$ cat src/rtl/spi_controller_param.sv
// Parametrised SPI master: one csb-framed write-then-read transaction per request.
// SPI mode and SCLK rate are fixed at elaboration through CPOL/CPHA/CLK_DIV.
module spi_controller_param #(
    parameter int TX_W    = 16,
    parameter int RX_W    = 24,
    parameter int CLK_DIV = 1,
    parameter int CPOL    = 0,
    parameter int CPHA    = 0,
    localparam int MAX_W  = (TX_W > RX_W) ? TX_W : RX_W,
    localparam int CW     = $clog2(MAX_W + 1)
) (
    input  logic            clk,
    input  logic            rst,
    output logic            sclk,
    output logic            csb,
    output logic            mosi,
    input  logic            miso,
    input  logic            i_valid,
    output logic            i_ready,
    input  logic [TX_W-1:0] i_data,
    input  logic [CW-1:0]   i_tx_bits,
    input  logic [CW-1:0]   i_rx_bits,
    output logic            o_valid,
    input  logic            o_ready,
    output logic [RX_W-1:0] o_data,
    output logic [CW-1:0]   bit_counter
);

    localparam int DW = (CLK_DIV > 1) ? $clog2(CLK_DIV) : 1;
    localparam logic [DW-1:0] DIV_LAST = DW'(CLK_DIV - 1);
    localparam logic [CW-1:0] TX_MAX = CW'(TX_W);
    localparam logic [CW-1:0] RX_MAX = CW'(RX_W);
    localparam logic POL = 1'(CPOL);
    localparam logic PHA = 1'(CPHA);

    typedef enum logic [2:0] {
        S_IDLE     = 3'd0,
        S_CS_SETUP = 3'd1,
        S_TXING    = 3'd2,
        S_RXING    = 3'd3,
        S_CS_HOLD  = 3'd4,
        S_DONE     = 3'd5,
        S_GAP      = 3'd6
    } state_t;

    state_t state, next_state;

    logic [DW-1:0]   div;
    logic            half;
    logic [TX_W-1:0] tx_data;
    logic [CW-1:0]   tx_n, rx_n;
    logic [CW-1:0]   tx_n_in, rx_n_in;
    logic [RX_W-1:0] rx_sr;
    logic            accept, tick, slot_end, timed, tx_bit;

    assign tx_n_in  = (i_tx_bits > TX_MAX) ? TX_MAX : i_tx_bits;
    assign rx_n_in  = (i_rx_bits > RX_MAX) ? RX_MAX : i_rx_bits;
    assign accept   = i_valid && (state == S_IDLE);
    assign tick     = (div == DIV_LAST);
    assign slot_end = tick && half;
    assign tx_bit   = |(tx_data & (TX_W'(1) << bit_counter));
    assign timed    = (state == S_CS_SETUP) || (state == S_TXING) ||
                      (state == S_RXING) || (state == S_CS_HOLD) ||
                      (state == S_GAP);

    always_ff @(posedge clk or negedge rst) begin
        if (!rst) state <= S_IDLE;
        else      state <= next_state;
    end

    always_comb begin
        next_state = state;
        case (state)
            S_IDLE:
                if (i_valid)
                    next_state = (tx_n_in == '0 && rx_n_in == '0) ?
                                 S_DONE : S_CS_SETUP;
            S_CS_SETUP:
                if (tick)
                    next_state = (tx_n != '0) ? S_TXING :
                                 (rx_n != '0) ? S_RXING : S_CS_HOLD;
            S_TXING:
                if (slot_end && bit_counter == '0)
                    next_state = (rx_n != '0) ? S_RXING : S_CS_HOLD;
            S_RXING:
                if (slot_end && bit_counter == '0) next_state = S_CS_HOLD;
            S_CS_HOLD:
                if (tick) next_state = S_DONE;
            S_DONE:
                if (o_valid && o_ready) next_state = S_GAP;
            S_GAP:
                if (tick) next_state = S_IDLE;
            default: next_state = S_IDLE;
        endcase
    end

    // Each bit slot is two half-periods; half selects which one we are in.
    always_ff @(posedge clk or negedge rst) begin
        if (!rst) begin
            div  <= '0;
            half <= 1'b0;
        end else if (next_state != state || !timed) begin
            div  <= '0;
            half <= 1'b0;
        end else if (tick) begin
            div  <= '0;
            half <= ~half;
        end else begin
            div <= div + DW'(1);
        end
    end

    always_ff @(posedge clk or negedge rst) begin
        if (!rst) begin
            bit_counter <= '0;
        end else if (accept) begin
            bit_counter <= (tx_n_in != '0) ? tx_n_in - CW'(1) : '0;
        end else if (state != S_RXING && next_state == S_RXING) begin
            bit_counter <= rx_n - CW'(1);
        end else if (state != S_TXING && next_state == S_TXING) begin
            bit_counter <= tx_n - CW'(1);
        end else if ((state == S_TXING || state == S_RXING) &&
                     slot_end && bit_counter != '0) begin
            bit_counter <= bit_counter - CW'(1);
        end
    end

    // Both modes sample miso in the middle of the bit slot.
    always_ff @(posedge clk or negedge rst) begin
        if (!rst) begin
            tx_data <= '0;
            tx_n    <= '0;
            rx_n    <= '0;
            rx_sr   <= '0;
            o_valid <= 1'b0;
            o_data  <= '0;
        end else begin
            if (accept) begin
                tx_data <= i_data;
                tx_n    <= tx_n_in;
                rx_n    <= rx_n_in;
                rx_sr   <= '0;
            end else if (state == S_RXING && tick && !half) begin
                rx_sr <= (rx_sr << 1) | RX_W'(miso);
            end
            if (state == S_DONE && !o_valid) begin
                o_valid <= 1'b1;
                o_data  <= rx_sr;
            end else if (o_valid && o_ready) begin
                o_valid <= 1'b0;
            end
        end
    end

    always_comb begin
        csb     = 1'b1;
        sclk    = POL;
        mosi    = 1'b0;
        i_ready = 1'b0;
        case (state)
            S_IDLE:     i_ready = 1'b1;
            S_CS_SETUP: begin
                csb  = 1'b0;
                mosi = !PHA && (tx_n != '0) && tx_bit;
            end
            S_TXING: begin
                csb  = 1'b0;
                sclk = POL ^ PHA ^ half;
                mosi = tx_bit;
            end
            S_RXING: begin
                csb  = 1'b0;
                sclk = POL ^ PHA ^ half;
            end
            S_CS_HOLD:  csb = 1'b0;
            default:    ;
        endcase
    end

endmodule

$ cat config.mk
export PLATFORM = sky130hd
export DESIGN_NAME = spi_controller_param
export DESIGN_NICKNAME = d
export VERILOG_FILES = /design/src/rtl/spi_controller_param.sv
export SDC_FILE = /design/constraint.sdc
export NUM_CORES = 1
export LEC_CHECK = 0
export BUFFER_PORTS_ARGS = -buffer_cell sky130_fd_sc_hd__buf_2
export CAP_MARGIN = 0
export CORE_UTILIZATION = 29
export DETAILED_ROUTE_END_ITERATION = 6
export SLEW_MARGIN = 20
export SYNTH_ARGS = -nofsm -noshare
export SYNTH_HDL_FRONTEND = slang
export SYNTH_SLANG_ARGS = --single-unit
$ cat constraint.sdc
create_clock -name clk -period 4.7 [get_ports clk]
set_input_delay 0 -clock clk [delete_from_list [all_inputs] [get_ports clk]]
set_output_delay 0 -clock clk [all_outputs]
set_load 0.1 [all_outputs]
==> flow_summary.ini <==
[outcome]
status = finished clean

[clocking]
clkTransAtPathRegs_ps = 60
cts_setup_buffers = 0
numCtsBuffers = 9
cts_hold_buf = 28
cts_sinks = 84
cts_resized = 0
cts_max_level = 3
cts_tree = yes
cts_root_buf = clkbuf_16
cts.path.max_buffers = 2
insertion_delay_ps = 340

[cells_and_area]
area_delta_synth_final_pct = 28.57
instances_no_fill = 636
antenna_cells = 0
drive_gt1_share_pct = 25.43
layout.nets = 493
fin_area_sq_mm = 0.004984

[routing]
routedWlPerCell_um = 15.10
drt_iter0_drc = 189
firstDrtPassIters = 4
route.detailed.drc = 0
ant_nets = 0
viasPerCell = 4.943
vias = 3144
wirelength_mm = 9.601

[power_and_ir_drop]
power_uw = 3062
p_per_area_mw_per_mm2 = 614.5
leakagePower_uw = 0.002449
ir_drop_mv = 0.2097

[logic_synthesis]
synth-edff-count = 0
synth_area_leaders = dfrtp_1 54%, nand2_1 7.7%, mux2_2 7.3%, a22o_1 5.4%, nor2_1 1.9%
netlist_area_sq_mm = 0.003876
syn_nets = 404
synth_cells = 370
ys_seq_area_share_pct = 54.23
ys.flop_type = dfrtp_1
synth_top_cell_by_area = dfrtp_1
ys_seq_elements = 84
syn_area_per_cell_sq_um = 10.48
yosysUniqueCellTypes = 52
ys_async_sr_fraction_pct = 100.0
ys_warn_count = 0
yosysTopAreaCellShare_pct = 54.23
synth.most_common_cell = dfrtp_1
yosys-top-cells-count = 84 x dfrtp_1, 79 x nand2_1, 25 x mux2_2

[placed_design]
numPlacedInstances = 592
portBuffers = 64
globalplace.congestion = 0.8362
placed_cell_area_sq_mm = 0.004378
dp.final_hpwl_mm = 6.439

[global_routing]
grt_use_total_pct = 14.67
grt_max_degree = 85
grt-ovfl-total = 0
antenna_found_initial = 0
grt_pass1_wl_mm = 16.32
first_global_vias = 3208

[floorplanning]
die-area_sq_mm = 0.01383
rows = 41
coreArea_sq_mm = 0.01282
die_w_um = 117.6
start_util_pct = 30.22
boundaryPins = 65
die_h_um = 117.6

[timing]
relSlewSlack_pct = 31.01
clock.fmax_mhz = 312.4
rsz0062_at_grt = false
worst_pin_slew_ps = 1034
hold_violations = 0
setup_viol = 0
period_share_pct = 68.11
fin_setup_tns_ps = 0
fin_worst_skew_ps = 8.036
period_needed_ps = 3201
holdWs_ps = 20.79
drv_slew = 0

[setup_path]
worst-path-max-fanout = 14
crit_slowest_cell = dfrtp_1
cp-end-kind = flop
crit_type = flop to flop
max_stage_delay_ps = 570
startpoint_type = flop
required_ps = 4920
cp.arrival_ps = 3420
path_cells = or4_4 > or4_4 > a211oi_4 > a221oi_1 > ha_1 > a221oi_1 > a2bb2oi_1 > o21ai_1

[min_path]
hp-class = input pin to flop

[job]
timing.max_cap.violations = 0
-- kinds of logic (layout without fill, tap and decap cells) --
kind of cell             count (synthesis)  count (layout)  share of synthesized area [%]
AND/OR/NAND/NOR                        141             141                          16.66
AO/OA/AOI/OAI                           82              82                          15.49
adder cells (fa/ha/maj)                  3               3                         0.9685
flip-flops                              84              84                          54.23
XOR/XNOR                                 4               4                         0.9040
multiplexers                            32              32                          9.167
buffers and inverters                   24             118                          2.582
-- through the flow --
step / utilization, % / worst slack [ps]
after global routing: 38.86 / 1278
after detailed placement: 34.14 / 1529
final: 38.86 / 1499
after global placement: 34.14 / 1600
after floorplan: - / 737.3
after CTS: 38.83 / 1513
-- final timing paths --
kind,cells after the start,start,slack (ps),endpoint
min,3,i_tx_bits[1],20,tx_n[1]
max reg2reg,8,bit_counter[2],1500,bit_counter[4]
max in group asynchronous,2,rst,3880,o_data[19]
min reg2reg,2,tx_data[13],480,tx_data[13]
min in group asynchronous,2,rst,240,tx_n[3]
max,8,bit_counter[2],1500,bit_counter[4]
-- critical path, delay by kind of cell, from the launching register on --
family	cells	cell delay, ps
flops	1	570
compound gates	5	1140
fa+ha+maj	1	290
simple gates	2	1080
-- layer usage --
layer	GRT usage (%)	up-vias	share of wire, %	routed length [um]
met5	0	-	0	0
met2	23.90	83	48	4616
met3	3.537	12	4.9	469
met1	18.64	1541	46	4382
met4	5.849	0	1.4	133
li1	-	1508	-	-
-- power breakdown --
group / leakage (uW) / internal (uW) / total (uW) / switching [uW]
Sequential: 0.00112 / 901 / 1130 / 233
Clock: 0.000155 / 458 / 752 / 294
Combinational: 0.00118 / 386 / 1180 / 791
Total: 0.00245 / 1740 / 3060 / 1320
-- state kept, by name, summed over array words and instances, names as in the netlist --
signal / flops
tx_data: 16
rx_n: 5
o_valid: 1
o_data: 24
bit_counter: 5
half: 1
state: 3
tx_n: 5
rx_sr: 24
-- layout make-up --
| type | instances | area [sq um] |
|---|---|---|
| Sequential cell | 84 | 2102 |
| Inverter | 5 | 18.77 |
| Multi-Input combinational cell | 262 | 1682 |
| Fill cell | 1285 | 7841 |
| Timing Repair Buffer | 97 | 644.4 |
| Tap cell | 172 | 215.2 |
| Clock buffer | 12 | 266.5 |
| Clock inverter | 4 | 55.05 |
-- cell usage in the layout (no fill, tap or decap), types with 3 or more instances in the layout --
| cell type | netlist | final |
|---|---|---|
| buf_2 | 2 | 63 |
| nand2b_1 | 5 | 5 |
| dfrtp_1 | 84 | 84 |
| nor2b_1 | 3 | 3 |
| mux2i_1 | 4 | 4 |
| nand2_1 | 79 | 79 |
| o31ai_1 | 3 | 3 |
| o21ai_0 | 15 | 15 |
| nand3_1 | 6 | 6 |
| clkbuf_8 | 0 | 3 |
| nor3_1 | 8 | 8 |
| ha_1 | 3 | 3 |
| clkbuf_16 | 0 | 9 |
| mux2_2 | 25 | 25 |
| a221oi_1 | 4 | 4 |
| and2_1 | 3 | 3 |
| a31oi_1 | 3 | 3 |
| buf_4 | 0 | 5 |
| dlygate4sd3_1 | 0 | 28 |
| a22o_1 | 24 | 24 |
| a21oi_1 | 13 | 13 |
| or4_1 | 3 | 3 |
| mux2_1 | 3 | 3 |
| inv_1 | 5 | 5 |
| nor2_1 | 20 | 19 |
No activity file was read; power rests on OpenSTA's default activity.
